<file path="config.mk">
export PLATFORM = sky130hd
export DESIGN_NAME = flanger_mod_delay_flat
export DESIGN_NICKNAME = d
export VERILOG_FILES = /design/src/rtl/flanger_pkg.sv /design/src/rtl/flanger_mod_delay_if.sv /design/src/rtl/flanger_lfo.sv /design/src/rtl/flanger_mod_delay.sv /design/src/flat_wrapper.sv
export SDC_FILE = /design/constraint.sdc
export NUM_CORES = 2
export LEC_CHECK = 0
export ABC_CLOCK_PERIOD_IN_PS = 4050
export BUFFER_PORTS_ARGS = -buffer_cell sky130_fd_sc_hd__buf_2
export CAP_MARGIN = 0
export CORE_ASPECT_RATIO = 0.5
export CORE_MARGIN = 2
export CORE_UTILIZATION = 53
export DETAILED_ROUTE_END_ITERATION = 12
export GPL_TIMING_DRIVEN = 1
export PLACE_DENSITY = 0.69
export RECOVER_POWER = 100
export SLEW_MARGIN = 20
export SYNTH_ARGS = -nofsm -noshare
export SYNTH_HDL_FRONTEND = slang
export SYNTH_SLANG_ARGS = --single-unit
</file>
<file path="constraint.sdc">
create_clock -name clk -period 4.05 [get_ports clk]
set_input_delay 0 -clock clk [delete_from_list [all_inputs] [get_ports clk]]
set_output_delay 0 -clock clk [all_outputs]
set_load 0.005 [all_outputs]
</file>
<file path="src/rtl/flanger_pkg.sv">
// rtl/flanger_pkg.sv - shared types, default parameters and saturation helper for the flanger core
package flanger_pkg;

  typedef enum logic [1:0] {
    IDLE  = 2'd0,
    CLEAR = 2'd1,
    READ  = 2'd2,
    MIX   = 2'd3
  } state_t;

  localparam int DEF_W          = 16;
  localparam int DEF_CH         = 2;
  localparam int DEF_DEPTH      = 64;
  localparam int DEF_BASE_DELAY = 4;
  localparam int DEF_SWEEP      = 32;
  localparam int DEF_LFO_DIV    = 256;
  localparam int DEF_FB_SHIFT   = 1;

  // Clamp a sign-extended value into the signed range of a w-bit sample.
  function automatic logic signed [31:0] saturate(input logic signed [31:0] v, input int unsigned w);
    logic signed [31:0] hi;
    logic signed [31:0] lo;
    hi = (32'sd1 <<< (w - 1)) - 32'sd1;
    lo = -(32'sd1 <<< (w - 1));
    if (v > hi) return hi;
    if (v < lo) return lo;
    return v;
  endfunction

endpackage

</file>
<file path="src/rtl/flanger_mod_delay_if.sv">
// rtl/flanger_mod_delay_if.sv - sample-strobed control/data bundle between the audio path and the flanger core
interface flanger_mod_delay_if #(
  parameter int W  = 16,
  parameter int CH = 2
);
  logic              sample_strobe;
  logic              flanger_en;
  logic              mem_clr;
  logic [CH*W-1:0]   input_data;
  logic [CH*W-1:0]   output_data;
  logic              out_valid;
  logic              busy;
  logic              overrun;

  modport master (
    output sample_strobe, flanger_en, mem_clr, input_data,
    input  output_data, out_valid, busy, overrun
  );

  modport slave (
    input  sample_strobe, flanger_en, mem_clr, input_data,
    output output_data, out_valid, busy, overrun
  );
endinterface

</file>
<file path="src/rtl/flanger_lfo.sv">
// rtl/flanger_lfo.sv - triangle LFO sweeping 0..SWEEP..0, one step every LFO_DIV accepted samples
module flanger_lfo #(
  parameter int SWEEP   = 32,
  parameter int LFO_DIV = 256
) (
  input  logic                         clk,
  input  logic                         n_rst,
  input  logic                         step,
  input  logic                         flanger_en,
  output logic [$clog2(SWEEP+1)-1:0]   lfo_pos
);
  localparam int POS_W = $clog2(SWEEP + 1);
  localparam int CNT_W = (LFO_DIV > 1) ? $clog2(LFO_DIV) : 1;

  logic [CNT_W-1:0] lfo_div_cnt;
  logic             lfo_down;

  // The sweep freezes in bypass so the tap resumes where it left off.
  always_ff @(posedge clk or negedge n_rst) begin
    if (!n_rst) begin
      lfo_div_cnt <= '0;
      lfo_pos     <= '0;
      lfo_down    <= 1'b0;
    end else if (step && flanger_en) begin
      if (lfo_div_cnt == CNT_W'(LFO_DIV - 1)) begin
        lfo_div_cnt <= '0;
        if (!lfo_down) begin
          lfo_pos <= lfo_pos + POS_W'(1);
          if (lfo_pos == POS_W'(SWEEP - 1)) lfo_down <= 1'b1;
        end else begin
          lfo_pos <= lfo_pos - POS_W'(1);
          if (lfo_pos == POS_W'(1)) lfo_down <= 1'b0;
        end
      end else begin
        lfo_div_cnt <= lfo_div_cnt + CNT_W'(1);
      end
    end
  end
endmodule

</file>
<file path="src/rtl/flanger_mod_delay.sv">
// rtl/flanger_mod_delay.sv - modulated-delay flanger: circular frame buffer, LFO-swept tap, dry/wet average
// Build option FLANGER_FEEDBACK_EN: buffer stores sat(x + (d >>> FB_SHIFT)) instead of x while the effect is on.
module flanger_mod_delay
  import flanger_pkg::*;
#(
  parameter int W          = DEF_W,
  parameter int CH         = DEF_CH,
  parameter int DEPTH      = DEF_DEPTH,
  parameter int BASE_DELAY = DEF_BASE_DELAY,
  parameter int SWEEP      = DEF_SWEEP,
  parameter int LFO_DIV    = DEF_LFO_DIV
`ifdef FLANGER_FEEDBACK_EN
  ,
  parameter int FB_SHIFT   = DEF_FB_SHIFT
`endif
) (
  input logic                clk,
  input logic                n_rst,
  flanger_mod_delay_if.slave bus
);
  localparam int ADDR_W = $clog2(DEPTH);
  localparam int POS_W  = $clog2(SWEEP + 1);

  state_t            state, next_state;
  logic [CH*W-1:0]   x_reg, d_reg, y_mix, wr_val;
  logic [CH*W-1:0]   out_data_q;
  logic              out_valid_q, overrun_q;
  logic [ADDR_W-1:0] wr_ptr, rd_addr, clr_addr, tap_addr;
  logic [POS_W-1:0]  lfo_pos;
  logic              mix_step;
  logic              mem_we;
  logic [ADDR_W-1:0] mem_waddr;
  logic [CH*W-1:0]   mem_wdata;
  logic [CH*W-1:0]   mem [DEPTH];

  assign mix_step = (state == MIX);
  // Delay is always >= 1 frame, so the tap can never land on the slot being written.
  assign tap_addr = wr_ptr - ADDR_W'(BASE_DELAY) - ADDR_W'(lfo_pos);

  flanger_lfo #(
    .SWEEP   (SWEEP),
    .LFO_DIV (LFO_DIV)
  ) u_lfo (
    .clk        (clk),
    .n_rst      (n_rst),
    .step       (mix_step),
    .flanger_en (bus.flanger_en),
    .lfo_pos    (lfo_pos)
  );

  for (genvar c = 0; c < CH; c++) begin : g_ch
    logic signed [W-1:0] xs, ds;
    logic signed [W:0]   sum;
    assign xs  = x_reg[c*W +: W];
    assign ds  = d_reg[c*W +: W];
    assign sum = (W+1)'(xs) + (W+1)'(ds);
    assign y_mix[c*W +: W] = bus.flanger_en ? W'(sum >>> 1) : xs;
`ifdef FLANGER_FEEDBACK_EN
    logic signed [W:0] fb_sum;
    assign fb_sum = (W+1)'(xs) + ((W+1)'(ds) >>> FB_SHIFT);
    assign wr_val[c*W +: W] = bus.flanger_en ? W'(saturate(32'(fb_sum), W)) : xs;
`else
    assign wr_val[c*W +: W] = xs;
`endif
  end

  always_comb begin
    next_state = state;
    case (state)
      IDLE: begin
        if (bus.mem_clr)            next_state = CLEAR;
        else if (bus.sample_strobe) next_state = READ;
      end
      CLEAR:   if (clr_addr == ADDR_W'(DEPTH - 1)) next_state = IDLE;
      READ:    next_state = MIX;
      MIX:     next_state = IDLE;
      default: next_state = IDLE;
    endcase
  end

  always_ff @(posedge clk or negedge n_rst) begin
    if (!n_rst) begin
      state       <= IDLE;
      wr_ptr      <= '0;
      rd_addr     <= '0;
      clr_addr    <= '0;
      x_reg       <= '0;
      d_reg       <= '0;
      out_data_q  <= '0;
      out_valid_q <= 1'b0;
      overrun_q   <= 1'b0;
    end else begin
      state       <= next_state;
      out_valid_q <= 1'b0;
      // A strobe loses to mem_clr in IDLE and is never queued while busy.
      overrun_q   <= bus.sample_strobe && ((state != IDLE) || bus.mem_clr);
      case (state)
        IDLE: begin
          if (bus.mem_clr) begin
            clr_addr <= '0;
          end else if (bus.sample_strobe) begin
            x_reg   <= bus.input_data;
            rd_addr <= tap_addr;
          end
        end
        CLEAR: begin
          clr_addr <= clr_addr + ADDR_W'(1);
          if (clr_addr == ADDR_W'(DEPTH - 1)) wr_ptr <= '0;
        end
        READ: d_reg <= mem[rd_addr];
        MIX: begin
          out_data_q  <= y_mix;
          out_valid_q <= 1'b1;
          wr_ptr      <= wr_ptr + ADDR_W'(1);
        end
        default: ;
      endcase
    end
  end

  assign mem_we    = (state == CLEAR) || (state == MIX);
  assign mem_waddr = (state == CLEAR) ? clr_addr : wr_ptr;
  assign mem_wdata = (state == CLEAR) ? '0 : wr_val;

  always_ff @(posedge clk) begin
    if (mem_we) mem[mem_waddr] <= mem_wdata;
  end

  assign bus.output_data = out_data_q;
  assign bus.out_valid   = out_valid_q;
  assign bus.overrun     = overrun_q;
  assign bus.busy        = (state != IDLE);
endmodule

</file>
<file path="src/flat_wrapper.sv">
// flat-port wrapper written by rule: the top's interface ports become plain ports
module flanger_mod_delay_flat import flanger_pkg::*;
#(
  parameter int W          = DEF_W,
  parameter int CH         = DEF_CH,
  parameter int DEPTH      = DEF_DEPTH,
  parameter int BASE_DELAY = DEF_BASE_DELAY,
  parameter int SWEEP      = DEF_SWEEP,
  parameter int LFO_DIV    = DEF_LFO_DIV

)
  (clk, n_rst, bus_sample_strobe, bus_flanger_en, bus_mem_clr, bus_input_data, bus_output_data, bus_out_valid, bus_busy, bus_overrun);
  flanger_mod_delay_if #(.W(W), .CH(CH)) bus_i ();
  input logic clk;
  input logic n_rst;
  input wire logic [$bits(bus_i.sample_strobe)-1:0] bus_sample_strobe;
  input wire logic [$bits(bus_i.flanger_en)-1:0] bus_flanger_en;
  input wire logic [$bits(bus_i.mem_clr)-1:0] bus_mem_clr;
  input wire logic [$bits(bus_i.input_data)-1:0] bus_input_data;
  output wire logic [$bits(bus_i.output_data)-1:0] bus_output_data;
  output wire logic [$bits(bus_i.out_valid)-1:0] bus_out_valid;
  output wire logic [$bits(bus_i.busy)-1:0] bus_busy;
  output wire logic [$bits(bus_i.overrun)-1:0] bus_overrun;
  assign bus_i.sample_strobe = bus_sample_strobe;
  assign bus_i.flanger_en = bus_flanger_en;
  assign bus_i.mem_clr = bus_mem_clr;
  assign bus_i.input_data = bus_input_data;
  assign bus_output_data = bus_i.output_data;
  assign bus_out_valid = bus_i.out_valid;
  assign bus_busy = bus_i.busy;
  assign bus_overrun = bus_i.overrun;
  flanger_mod_delay #(.W(W), .CH(CH), .DEPTH(DEPTH), .BASE_DELAY(BASE_DELAY), .SWEEP(SWEEP), .LFO_DIV(LFO_DIV)) u_core (.clk(clk), .n_rst(n_rst), .bus(bus_i));
endmodule
</file>
Yosys cells after proc, flatten, opt, wreduce, memory -nomap -nowiden
Memory sizes are Yosys's and may differ from the RTL's. A register that Yosys moved wholly into a read port is not among the register bits.
Index checks and enable logic that the tools add are counted.
{ "op_classes": {"n_mux": 20, "magnitude_cmp": 0, "n_shift": 0, "multipliers": 0, "n_div": 0, "add_sub_neg": 9, "reduce_logical": 14, "bitwise_logic": 1, "eq_ne": 10} }
{ "op_table": {"columns": ["operator", "count"], "rows": [
  ["adder 16 x 16 -> 17 bit", 2],
  ["2-to-1 mux 16 bit", 2],
  ["2-to-1 mux 32 bit", 1],
  ["2-to-1 mux 6 bit", 4],
  ["one-hot mux 6 bit (2 select lines)", 2],
  ["adder 6 x 1 -> 6 bit, second input constant", 3],
  ["adder 8 x 1 -> 8 bit, second input constant", 1],
  ["== test 8 bit, second input constant", 1],
  ["2-to-1 mux 8 bit", 1],
  ["one-hot mux 2 bit (4 select lines)", 1],
  ["AND reduction 2 bit", 4],
  ["== test 6 x 1 -> 1 bit, second input constant", 1],
  ["== test 6 x 5 -> 1 bit, second input constant", 1],
  ["== test 6 bit, second input constant", 1],
  ["2-to-1 mux 1 bit", 6],
  ["2-to-1 mux 2 bit", 3],
  ["nonzero test 2 bit", 3],
  ["subtractor 6 x 1 -> 6 bit, second input constant", 1],
  ["subtractor 6 x 3 -> 6 bit, second input constant", 1],
  ["subtractor 6 bit", 1],
  ["== test 2 bit, second input constant", 2],
  ["inequality test 3 bit, second input constant", 1],
  ["AND reduction 3 bit", 1],
  ["== test 2 x 1 -> 1 bit, second input constant", 1],
  ["7 further kinds", 9]
]} }
{ "totals": {"latch_bits": 0, "regBits": 101, "in_bits": 37, "memories": 1, "output_inout_bits": 35, "mem_bits_rw": 2048, "romBits": 0, "word_cells": 66} }
{ "memory_table": {"columns": ["memory", "depth", "width", "read_ports", "rd_ports_with_merged_regs", "write_ports", "line", "rtl"], "rows": [
  ["u_core.mem", 64, 32, 1, 1, 1, "flanger_mod_delay.sv:34", "logic [CH*W-1:0] mem [DEPTH];"]
]} }

Logic depth before layout (Yosys ltp)
{ "logic_depth": {"word_depth": 4, "depth_mapped": 10, "depth_no_buf": 9} }

Cells and area by module
Synthesis repeated with hierarchy kept, for this count alone.
{ "unflattened": {"hier_cells": 4363, "hier_area_um2": 85114.1} }
{ "modules_own_cells": {"columns": ["module", "cells_each", "n_inst", "seq_area_each_um2", "area_per_inst_um2"], "rows": [
  ["flanger_mod_delay", 4284, 1, 64451.8, 84277.1],
  ["flanger_lfo", 79, 1, 375.4, 837.1]
]} }

Worst setup path after synthesis
Ideal clock, no wire load.
{ "synth_timing": {"kind": "register -> register", "startpoint": "register u_core.state[0]", "endpoint": "memory u_core.mem[20][0] in the netlist's numbering, enable pin", "setup_slack_ps": 786, "t_arrival_ps": 2843, "path_stages_with_launch": 9, "setup_time_ps": 421, "required_time_ps": 3629, "period_less_slack_ps": 3264, "cell_sequence": "dfrtp_1 -> buf_2 -> inv_1 -> nor2_1 -> clkbuf_1 -> or3_1 -> o31ai_1 -> nand2_1 -> nor2_1"} }
{ "synth_between": {"elab_chain_len": 4, "elab_cells_between_ends": 6, "cone_classes": "eq/ne: 2; mux: 3; reduce/logical: 1"} }
{ "synth_rtl": {"columns": ["element", "line", "rtl"], "rows": [
  ["from (decl)", "flanger_mod_delay.sv:24", "state_t state, next_state;"],
  ["from (signal assigned)", "flanger_mod_delay.sv:93", "state <= next_state;"],
  ["== test 2 x 1 -> 1 bit or == test 2 bit (tied branches)", "flanger_mod_delay.sv:121, flanger_mod_delay.sv:122", null],
  ["logical OR 1 bit", "flanger_mod_delay.sv:121", "assign mem_we = (state == CLEAR) || (state == MIX);"],
  ["2-to-1 mux 1 bit", "flanger_mod_delay.sv:126", "if (mem_we) mem[mem_waddr] <= mem_wdata;"],
  ["2-to-1 mux 1 bit (not written as such)", "flanger_mod_delay.sv:126", null],
  ["to (decl)", "flanger_mod_delay.sv:34", null]
]} }
Several ways; a longest one is shown, not always the timed one.

Worst setup path after layout
{ "layout_timing": {"startpoint": "register u_core.state[1]", "endpoint": "memory u_core.mem[59][21] in the netlist's numbering, data pin"} }
{ "layout_between": {"elab_chain_len": 2} }
{ "layout_rtl": {"columns": ["element", "line", "rtl"], "rows": [
  ["== test 2 x 1 -> 1 bit", "flanger_mod_delay.sv:123", "assign mem_wdata = (state == CLEAR) ? '0 : wr_val;"],
  ["2-to-1 mux 32 bit", "flanger_mod_delay.sv:123", null],
  ["net u_core.mem_wdata[21]", "flanger_mod_delay.sv:33", "logic [CH*W-1:0] mem_wdata;"]
]} }
The timed path passes the listed nets, and every way through them passes these cells.

==> summary.txt <==
Post-Syn Instances: 4233
Synth area leader: edfxtp_1
first-pass GRT wire length: 308000 um
RSZ-0062 raised after global routing: false
hold endpoint: u_core.state[1]
fillcell total: 11200
GRT Total Usage: 0.264
top_reg_cell synth: edfxtp_1
DRC: 0
Die Wd: 572 um
CTS H-tree depth: 4
Pwr per Cell Area: 680 mW/mm^2
Hold WC Path Type: input port to flip-flop
critical path launch point type: flip-flop
Post-synth EDFFs: 2048
Initial Util: 0.533
Worst Tran Pin Value: 2.74 ns
ratio of cells with drive above 1 in the final layout: 0.228
failing checks: capacitance limit, slew limit
CTS Buf Count: 185
Std-Cell Rows: 104
r2r setup slk: 0.20 ns
Final GP Congestion: 0.915
Die Y: 288 um
Worst-path clk slew: 0.07 ns
LEAKAGE: 31.1 nW
number of flip-flops in the largest register: 2048
slew margin rel.: -0.825
drt via density: 6.50
routed len/inst: 31.5 um
Register Area: 0.0648 sq mm
area of the multi-input gates: 0.0197 sq mm
FF-to-FF path depth: 4
Async S/R FF share, synth: 0.0610
HP Start: bus_sample_strobe
initial antenna violation count: 17
cell depth of the worst hold path: 4
synthesized flop and latch total: 2181
max-cap check violation count: 27
CTS sink cnt: 2181
Synth top area share: 0.720
syn_area_per_cell: 20.2 sq um
register area share after synthesis: 0.759
final worst setup slack: 0.205 ns
Netlist Area Pre-Place: 0.0855 sq mm
crit share post-route: 0.949
Max Clk Rate: 0.260 GHz
Detailed Route WL: 215000 um
maximum fanout along the worst path: 32
CP arrival: 4.44 ns
drt pass-1 iters: 6
Synth area leaders: edfxtp_1, mux4_2, dfrtp_1
Core Area: 0.160 sq mm
IO buf count: 71
Critical Path Sink Type: flip-flop
Clk Latency, worst-skew pair: 0.81 ns
Synth cell types: 53
Final setup viols: 0
Clock Path Buffers: 3
Syn. warnings: 0
fin. max-slew vios: 1147
setup TNS: 0 ns
minimum clock period: 3.85 ns
Critical Path RT: 4.65 ns
Top reg by flops: u_core.mem
R2R Path End: u_core.mem[59][21]
Final Hold Vio Count: 0
global route overflow: 0
pin count of the biggest net entering global routing: 120
Root Driver: clkbuf_16
placed insts: 6429
Clock Skews: 0.0316 ns
routed vias: 44400
Final #Nets: 4599
vias in the first global route: 43400
Post-DRT Antenna Nets: 0
Detail Placement HPWL: 126000 um
Finished Layout Cells: 6836
CTS tree: yes
Mapped Nets: 4318
DP Worst Slack: 0.608 ns
outcome: finished, violations left
area grow syn2layout: 12.3%
IR drop worst, VDD: 0.000592 V
R2R Path Start: u_core.state[1]
Iter 0 DRT Violations: 7013
crit path kind: flip-flop to flip-flop
post-CTS setup buffer count: 0
I/O pin total: 72
Die ar.: 0.165 sq mm
-- metrics by stage --
stage,utilization,hold slack [ns],cell area [sq um],total power (W)
after floorplan,-,-0.296,85500,0.0406
after global placement,0.559,0.211,89700,0.0474
after detailed placement,0.559,0.226,89700,0.0478
after CTS,0.601,0.0899,96400,0.0655
after global routing,0.598,0.136,96000,0.0675
final,0.598,0.153,96000,0.0653
-- synthesized netlist by cell type, drive strengths merged (4+ instances only) --
cell type / instances
a211o: 5
nand3: 122
mux2i: 216
o31ai: 4
a31oi: 11
a21oi: 108
mux2: 36
mux4: 448
or3: 7
nor3: 4
a22oi: 192
dfrtp: 133
and3: 8
xnor2: 27
inv: 22
clkbuf: 81
nor2: 129
a21o: 14
o21bai: 5
ha: 45
nand2b: 5
edfxtp: 2048
nand4: 10
o21a: 7
xor2: 11
o22ai: 34
nor3b: 14
and2: 40
o21ai: 116
nand2: 132
nand3b: 7
nor2b: 14
and4: 4
buf: 155
-- layout make-up --
type / count / area share
tap: 2173 / 0.0283
sequential: 2181 / 0.675
timing repair buffer: 330 / 0.0273
clock buffer: 230 / 0.0519
multi-input combinational: 1794 / 0.205
clock inverter: 104 / 0.0109
antenna: 2 / 0.0000521
inverter: 22 / 0.000860
-- what timing repair did --
| item | CTS | global route |
|---|---|---|
| hold endpoints to repair | 165 | 0 |
| hold buffers | 71 | 0 |
| gates resized for setup | 0 | 0 |
-- kinds of logic after synthesis --
| logic type | after synthesis | synth area share |
|---|---|---|
| buffers and inverters | 258 | 0.0166 |
| AND/OR/NAND/NOR | 501 | 0.0277 |
| XOR/XNOR | 38 | 0.00389 |
| AO/OA/AOI/OAI | 507 | 0.0378 |
| flip-flops | 2181 | 0.759 |
| multiplexers | 700 | 0.148 |
| adder cells (fa/ha/maj) | 48 | 0.00729 |
-- worst max-delay path by stage --
stage                                 start                 end  slack, ns  cells past startpoint
after CTS                   u_core.state[0]  u_core.mem[52][21]       0.59                      7
after floorplan             u_core.state[0]   u_core.mem[20][0]       0.79                      8
after detailed placement  u_core.rd_addr[0]    u_core.d_reg[24]       0.61                      7
final                       u_core.state[1]  u_core.mem[59][21]       0.20                      4
after global placement    u_core.rd_addr[0]    u_core.d_reg[24]       0.60                      7
after global routing      u_core.rd_addr[2]    u_core.d_reg[13]       0.15                      8
-- power by group --
group | switching [W] | leakage [nW] | internal [W]
clock | 0.00790 | 2.97 | 0.00994
combinational | 0.0118 | 7.95 | 0.00770
sequential | 0.00112 | 20.1 | 0.0268
total | 0.0208 | 31.1 | 0.0445
-- placed cells by master, fill, tap and decap left out, types with 12 or more instances in the layout --
| cell | netlist | routed |
|---|---|---|
| and2_1 | 40 | 15 |
| nand3_1 | 121 | 122 |
| dlygate4sd3_1 | 0 | 70 |
| clkbuf_2 | 2 | 44 |
| mux4_2 | 448 | 448 |
| o21ai_1 | 25 | 19 |
| o21ai_0 | 91 | 97 |
| clkbuf_4 | 0 | 16 |
| buf_12 | 0 | 29 |
| clkinv_1 | 0 | 30 |
| bufinv_16 | 0 | 19 |
| mux2_2 | 36 | 34 |
| and2_2 | 0 | 12 |
| nor2_4 | 0 | 58 |
| clkbuf_1 | 79 | 76 |
| o22ai_1 | 34 | 34 |
| a21o_1 | 14 | 14 |
| nand2_1 | 132 | 131 |
| nor2_1 | 129 | 69 |
| clkinv_2 | 0 | 41 |
| inv_1 | 22 | 22 |
| mux2i_1 | 216 | 216 |
| clkbuf_8 | 0 | 12 |
| xnor2_1 | 27 | 27 |
| buf_2 | 68 | 54 |
| dfrtp_1 | 133 | 130 |
| nor3b_1 | 14 | 14 |
| edfxtp_1 | 2048 | 2048 |
| and2_0 | 0 | 12 |
| buf_4 | 39 | 69 |
| ha_1 | 45 | 45 |
| a21oi_1 | 107 | 107 |
| clkbuf_16 | 0 | 188 |
| a22oi_1 | 192 | 192 |
-- routing by layer --
layer	global-route usage	wire, um
met5	0	20
met4	0.0764	5700
met3	0.0589	25500
met2	0.380	95300
met1	0.407	88800
-- worst max-delay path: stages (launching register included) --
cell	delay, ns
dfrtp_1	0.61
nand2b_1	0.49
buf_4	0.42
and2_1	1.52
clkbuf_2	0.52
No activity file was read; power rests on OpenSTA's default activity.
